===== src/rtl/multicycle_ctrl.sv =====
// multicycle_ctrl: multi-cycle sequencer for the RV32I core.
// Owns PC and IR, fetches over an imem req/ack bus and steps each instruction
// through FETCH/DECODE/EXEC/MEM/WB, driving dmem requests and the RF write strobe.
// Optional macro CTRL_PERF_CNT_EN adds cycle / retired-instruction counters;
// without it cycle_cnt and instret_cnt are tied to zero.
module multicycle_ctrl #(
  parameter logic [31:0] RESET_PC       = 32'h0000_0000,
  parameter int          TIMEOUT_CYCLES = 16
) (
  input  logic        clock,
  input  logic        reset,
  output logic        imem_req,
  output logic [31:0] imem_addr,
  input  logic        imem_ack,
  input  logic [31:0] imem_rdata,
  output logic [31:0] instr,
  input  logic        branch,
  input  logic        mem_read,
  input  logic        mem_write,
  input  logic        reg_write,
  input  logic        illegal,
  input  logic [31:0] imm,
  input  logic [31:0] alu_result,
  output logic        dmem_req,
  output logic        dmem_we,
  output logic [31:0] dmem_addr,
  input  logic        dmem_ack,
  input  logic [31:0] dmem_rdata,
  output logic        rf_we,
  output logic [31:0] wb_data,
  output logic [31:0] pc,
  output logic        halted,
  output logic [1:0]  trap_cause,
  output logic [31:0] cycle_cnt,
  output logic [31:0] instret_cnt
);

  localparam int TW = (TIMEOUT_CYCLES > 2) ? $clog2(TIMEOUT_CYCLES) : 1;
  // Counter value seen during the last permitted request cycle.
  localparam logic [TW-1:0] TMO_LAST = TW'(TIMEOUT_CYCLES - 1);
  localparam logic [31:0]   NOP      = 32'h0000_0013;

  typedef enum logic [2:0] {
    S_BOOT   = 3'd0,
    S_FETCH  = 3'd1,
    S_DECODE = 3'd2,
    S_EXEC   = 3'd3,
    S_MEM    = 3'd4,
    S_WB     = 3'd5,
    S_TRAP   = 3'd6
  } state_t;

  state_t          state_q, state_d;
  logic [31:0]     pc_q, pc_d;
  logic [31:0]     ir_q, ir_d;
  logic [31:0]     alu_q, alu_d;
  logic [31:0]     load_q, load_d;
  logic [1:0]      cause_q, cause_d;
  logic [TW-1:0]   tmo_q, tmo_d;
  // Access kind captured in EXEC so dmem_we / wb_data stay stable after decode.
  logic            we_q, we_d;
  logic            ld_q, ld_d;

  logic [31:0]     pc_inc;
  logic [31:0]     br_target;

  assign pc_inc    = pc_q + 32'd4;
  assign br_target = pc_q + (alu_result[0] ? imm : 32'd4);

  // Next-state and register-update logic for the sequencer.
  always_comb begin
    state_d = state_q;
    pc_d    = pc_q;
    ir_d    = ir_q;
    alu_d   = alu_q;
    load_d  = load_q;
    cause_d = cause_q;
    tmo_d   = '0;
    we_d    = we_q;
    ld_d    = ld_q;
    case (state_q)
      S_BOOT: state_d = S_FETCH;
      S_FETCH: begin
        if (imem_ack) begin
          ir_d    = imem_rdata;
          state_d = S_DECODE;
        end else if (tmo_q == TMO_LAST) begin
          cause_d = 2'd2;
          state_d = S_TRAP;
        end else begin
          tmo_d = tmo_q + 1'b1;
        end
      end
      S_DECODE: begin
        if (illegal) begin
          cause_d = 2'd1;
          state_d = S_TRAP;
        end else begin
          state_d = S_EXEC;
        end
      end
      S_EXEC: begin
        alu_d = alu_result;
        we_d  = mem_write;
        ld_d  = mem_read;
        if (branch) begin
          if (br_target[1:0] != 2'b00) begin
            cause_d = 2'd3;
            state_d = S_TRAP;
          end else begin
            pc_d    = br_target;
            state_d = S_FETCH;
          end
        end else if (mem_read || mem_write) begin
          state_d = S_MEM;
        end else if (reg_write) begin
          state_d = S_WB;
        end else begin
          pc_d    = pc_inc;
          state_d = S_FETCH;
        end
      end
      S_MEM: begin
        if (dmem_ack) begin
          if (we_q) begin
            pc_d    = pc_inc;
            state_d = S_FETCH;
          end else begin
            load_d  = dmem_rdata;
            state_d = S_WB;
          end
        end else if (tmo_q == TMO_LAST) begin
          cause_d = 2'd2;
          state_d = S_TRAP;
        end else begin
          tmo_d = tmo_q + 1'b1;
        end
      end
      S_WB: begin
        pc_d    = pc_inc;
        state_d = S_FETCH;
      end
      S_TRAP:  state_d = S_TRAP;
      default: state_d = S_BOOT;
    endcase
  end

  // State and architectural registers; reset forces BOOT and drops any pending ack.
  always_ff @(posedge clock or posedge reset) begin
    if (reset) begin
      state_q <= S_BOOT;
      pc_q    <= RESET_PC;
      ir_q    <= NOP;
      alu_q   <= '0;
      load_q  <= '0;
      cause_q <= 2'd0;
      tmo_q   <= '0;
      we_q    <= 1'b0;
      ld_q    <= 1'b0;
    end else begin
      state_q <= state_d;
      pc_q    <= pc_d;
      ir_q    <= ir_d;
      alu_q   <= alu_d;
      load_q  <= load_d;
      cause_q <= cause_d;
      tmo_q   <= tmo_d;
      we_q    <= we_d;
      ld_q    <= ld_d;
    end
  end

`ifdef CTRL_PERF_CNT_EN
  logic [31:0] cyc_q, cyc_d;
  logic [31:0] ret_q, ret_d;
  logic        retire;

  assign retire = (state_d == S_FETCH) &&
                  ((state_q == S_EXEC) || (state_q == S_MEM) || (state_q == S_WB));

  // Performance counter next values: active cycles and retirements into FETCH.
  always_comb begin
    cyc_d = cyc_q;
    ret_d = ret_q;
    if ((state_q != S_BOOT) && (state_q != S_TRAP)) cyc_d = cyc_q + 32'd1;
    if (retire) ret_d = ret_q + 32'd1;
  end

  // Performance counter registers, wrapping at 2^32.
  always_ff @(posedge clock or posedge reset) begin
    if (reset) begin
      cyc_q <= '0;
      ret_q <= '0;
    end else begin
      cyc_q <= cyc_d;
      ret_q <= ret_d;
    end
  end

  assign cycle_cnt   = cyc_q;
  assign instret_cnt = ret_q;
`else
  assign cycle_cnt   = 32'd0;
  assign instret_cnt = 32'd0;
`endif

  // Moore outputs decoded from registered state.
  assign imem_req   = (state_q == S_FETCH);
  assign imem_addr  = pc_q;
  assign instr      = ir_q;
  assign dmem_req   = (state_q == S_MEM);
  assign dmem_we    = (state_q == S_MEM) && we_q;
  assign dmem_addr  = alu_q;
  assign rf_we      = (state_q == S_WB);
  assign wb_data    = ld_q ? load_q : alu_q;
  assign pc         = pc_q;
  assign halted     = (state_q == S_TRAP);
  assign trap_cause = cause_q;

endmodule


===== config.mk =====
export PLATFORM = sky130hd
export DESIGN_NAME = multicycle_ctrl
export DESIGN_NICKNAME = d
export VERILOG_FILES = /design/src/rtl/multicycle_ctrl.sv
export SDC_FILE = /design/constraint.sdc
export NUM_CORES = 1
export LEC_CHECK = 0
export BUFFER_PORTS_ARGS = -buffer_cell sky130_fd_sc_hd__buf_2
export CAP_MARGIN = 20
export CORE_MARGIN = 3
export CORE_UTILIZATION = 30
export CTS_CLUSTER_SIZE = 16
export DETAILED_ROUTE_END_ITERATION = 10
export GPL_ROUTABILITY_DRIVEN = 1
export GPL_TIMING_DRIVEN = 0
export SETUP_SLACK_MARGIN = 0.15
export SLEW_MARGIN = 20
export SYNTH_ARGS = -nofsm -noshare
export SYNTH_HDL_FRONTEND = slang
export SYNTH_SLANG_ARGS = --single-unit

===== constraint.sdc =====
create_clock -name clock -period 4.9 [get_ports clock]
set_input_delay 0.245 -clock clock [delete_from_list [all_inputs] [get_ports clock]]
set_output_delay 0.245 -clock clock [all_outputs]
set_load 0.02 [all_outputs]

==> results.yml <==
run_status:
  status: "complete, no violations"
sta:
  fin_tns_setup_ns: 0
  rsz0062_at_grt: "no"
  setup_viol: 0
  hold_viol_final: 0
  finalClockSkew_ns: 0.0127
  fmax_mhz: 274
  slew_viol_final: 0
  post-route-min-period_ns: 3.64
  fin_ws_ns: 1.26
  whs_ns: 0.0517
  worst_pin_slew_ns: 0.836
  maxSlewHeadroom_pct: 44.0
  post-route-period-util_pct: 74.4
synthesis:
  synth_fa_ha_area_share_pct: 4.79
  netlist_instances: 903
  ys_types: 71
  synth_ff_type: "dfrtp_1"
  synth.avg_cell_area_um2: 10.0
  synth_compound_area_share_pct: 14.0
  synthXorXnorAreaFrac_pct: 2.91
  async_flop_share_pct: 100
  syn_area_mm2: 0.00903
  synth_mux_area_share_pct: 16.8
  synth_top_family_by_area: "multiplexers"
  synth_edf_count: 0
  ys_seq_area_share_pct: 38.6
  synthSimpleGateAreaFrac_pct: 12.8
  synth_seq_cells: 139
  ys_warn_count: 0
final_layout:
  layout_common_cells: "buf_2 (306), dfrtp_1 (136), mux2_2 (132), buf_4 (97), a21oi_1 (71)"
  fin_util_pct: 40.8
  area_growth_syn_to_layout_pct: 31.7
  final_area_mm2: 0.0119
  drive_above_1_share_pct: 45.7
  fillers: 2937
  final_common_cell: "buf_2"
  final_nets: 1461
  instances_no_fill: 1688
global_route:
  grt_first_pass_wirelength_um: 44800
  grt_pass1_vias: 7912
  gr-total-overflow: 0
  grt_max_degree: 90
  grt_usage_pct: 17.1
  antenna_found_initial: 1
setup_path:
  r2r_start: "imem_addr[0]"
  cp_slowest_stage_delay_ns: 0.58
  path_delay_family: "compound AO/OA/AOI/OAI gates"
  critPathBufInv: 0
  cp-end-kind: "flop"
  critPathRequiredTime_ns: 5.21
  critPathKind: "reg2reg"
  path_common_cell: "a221oi_1"
  critPathMaxFanout: 4
  crit_arrival_ns: 3.95
  r2r_slack_ns: 1.26
  start_kind: "flop"
  path_cells: "ha_1 -> fa_1 -> a21o_2 -> a221oi_1 -> o2bb2ai_1 -> o21ai_1 -> nand3_1 -> a21oi_1 -> xor2_1 -> a221oi_1"
  cp-endpoint: "imem_addr[26]"
  cp.depth: 10
  slowest_stage: "a221oi_1"
  r2r_end: "imem_addr[26]"
  reg2reg_depth: 10
  startpoint: "imem_addr[0]"
pwr:
  leakage_nw: 5.82
  p_per_area_mw_per_mm2: 684
  max-vdd-ir-drop_mv: 0.298
  total_power_mw: 8.13
worst_hold_path:
  hp-class: "in2reg"
clocking:
  cts_root_buf: "clkbuf_16"
  clock_sinks: 139
  cts_tree: "done"
  cts.htree.levels: 4
  numCtsBuffers: 17
  clk_path_buf_depth: 2
  clkLatencyLatePin_ns: 0.42
  ctsResizeCount: 0
  cts.clk_slew.worst_paths_ns: 0.07
routing:
  drt_wl_total_um: 28400
  drtAntennaViolNets: 0
  drc: 0
  wl_per_cell_um: 16.9
  firstDrtPassIters: 4
  viasPerCell: 4.70
  via_count: 7933
  dr.first_iter.drc_count: 470
placement:
  place_ws_ns: 0.986
  numPortBuffers: 303
  gp_congestion: 0.829
  placed_cell_area_mm2: 0.0113
  dpl.hpwl_um: 22400
  placed_cells: 1654
die:
  dieArea_mm2: 0.0322
  start_util_pct: 31.0
  die_y_um: 179
  core_mm2: 0.0292
  die_w_um: 179
  io_pins: 368
  fp-row-count: 62
job:
  drv_cap: 0
==> kinds of logic (layout without fill, tap and decap cells) <==
| group | Yosys count | in the layout |
|---|---|---|
| AND/OR/NAND/NOR | 226 | 226 |
| AO/OA/AOI/OAI | 193 | 193 |
| buffers and inverters | 145 | 482 |
| flip-flops | 139 | 139 |
| multiplexers | 135 | 135 |
| adder cells (fa/ha/maj) | 34 | 34 |
| XOR/XNOR | 30 | 30 |
| other | 1 | 65 |
==> state kept, by name, summed over array words and instances, names as in the netlist <==
signal,count
ld_q,1
imem_addr,32
instr,32
dmem_addr,32
state_q,3
tmo_q,4
load_q,32
trap_cause,2
we_q,1
==> cell usage after synthesis, drive strengths merged, types with 4 or more instances <==
cell type / n / area share (%)
nand2: 49 / 2.1
a21o: 13 / 1.1
dfrtp: 136 / 38
a221oi: 5 / 0.55
o22ai: 10 / 0.76
nor2: 50 / 2.1
a31oi: 6 / 0.58
xnor2: 22 / 2.1
mux2: 132 / 16
and2: 39 / 2.7
buf: 103 / 8.4
clkbuf: 28 / 1.2
nor2b: 7 / 0.49
ha: 33 / 4.6
a211oi: 4 / 0.44
o21bai: 5 / 0.54
xor2: 8 / 0.78
and3: 12 / 0.86
nand4: 9 / 0.62
a21oi: 74 / 4.3
nor4: 4 / 0.28
nand3: 25 / 1.4
nor3: 16 / 1.0
inv: 14 / 0.58
nand2b: 4 / 0.28
o21ai: 47 / 2.6
o21a: 4 / 0.33
==> layer usage <==
| metal | track usage (%) | up-vias | share of wire (%) |
|---|---|---|---|
| li1 | - | 3845 | - |
| met1 | 21.8 | 3783 | 44 |
| met2 | 29.8 | 285 | 49 |
| met3 | 3.66 | 20 | 5.4 |
| met4 | 3.93 | 0 | 1.1 |
| met5 | 0 | - | 0 |
==> worst min path at each step <==
stage / to / from / slack, ns / cells past startpoint
final: instr[0] / imem_rdata[0] / 0.05 / 2
after global routing: instr[9] / imem_rdata[9] / 0.03 / 2
after CTS: instr[0] / imem_rdata[0] / 0.03 / 2
after detailed placement: instr[2] / reset / 0.29 / 2
after global placement: instr[11] / imem_rdata[11] / 0.48 / 2
after floorplan: trap_cause[1] / illegal / 0.36 / 1
==> power by group <==
group / internal, mW / switching [mW]
clock: 0.678 / 0.595
sequential: 1.70 / 0.530
combinational: 1.93 / 2.70
==> timing repair <==
action / in CTS / in global routing
endpoints found under the hold margin: 48 / 0
setup endpoints to repair: 0 / 0
buffers inserted: 0 / 0
hold buffers: 1 / 0
==> worst reg2reg max path, stage by stage, from the launching register on <==
cell and delay, ns:
dfrtp_1 0.56, ha_1 0.35, fa_1 0.42, a21o_2 0.25, a221oi_1 0.58, o2bb2ai_1 0.21, o21ai_1 0.29, nand3_1 0.17
a21oi_1 0.28, xor2_1 0.12, a221oi_1 0.31
==> layout make-up <==
class                   instances  area, µm²  share of cell area (%)
multi-input cells             682       4880                    41.0
clock inverters                15        146                    1.23
repair buffers                305       1550                    13.1
inverters                      14       60.1                   0.505
flip-flops and latches        139       3480                    29.3
well taps                     384        480                    4.04
plain buffers                 131        860                    7.23
clock buffers                  17        425                    3.58
diodes                          1       2.50                  0.0211
Note: power is estimated with default switching activity, not from simulation.
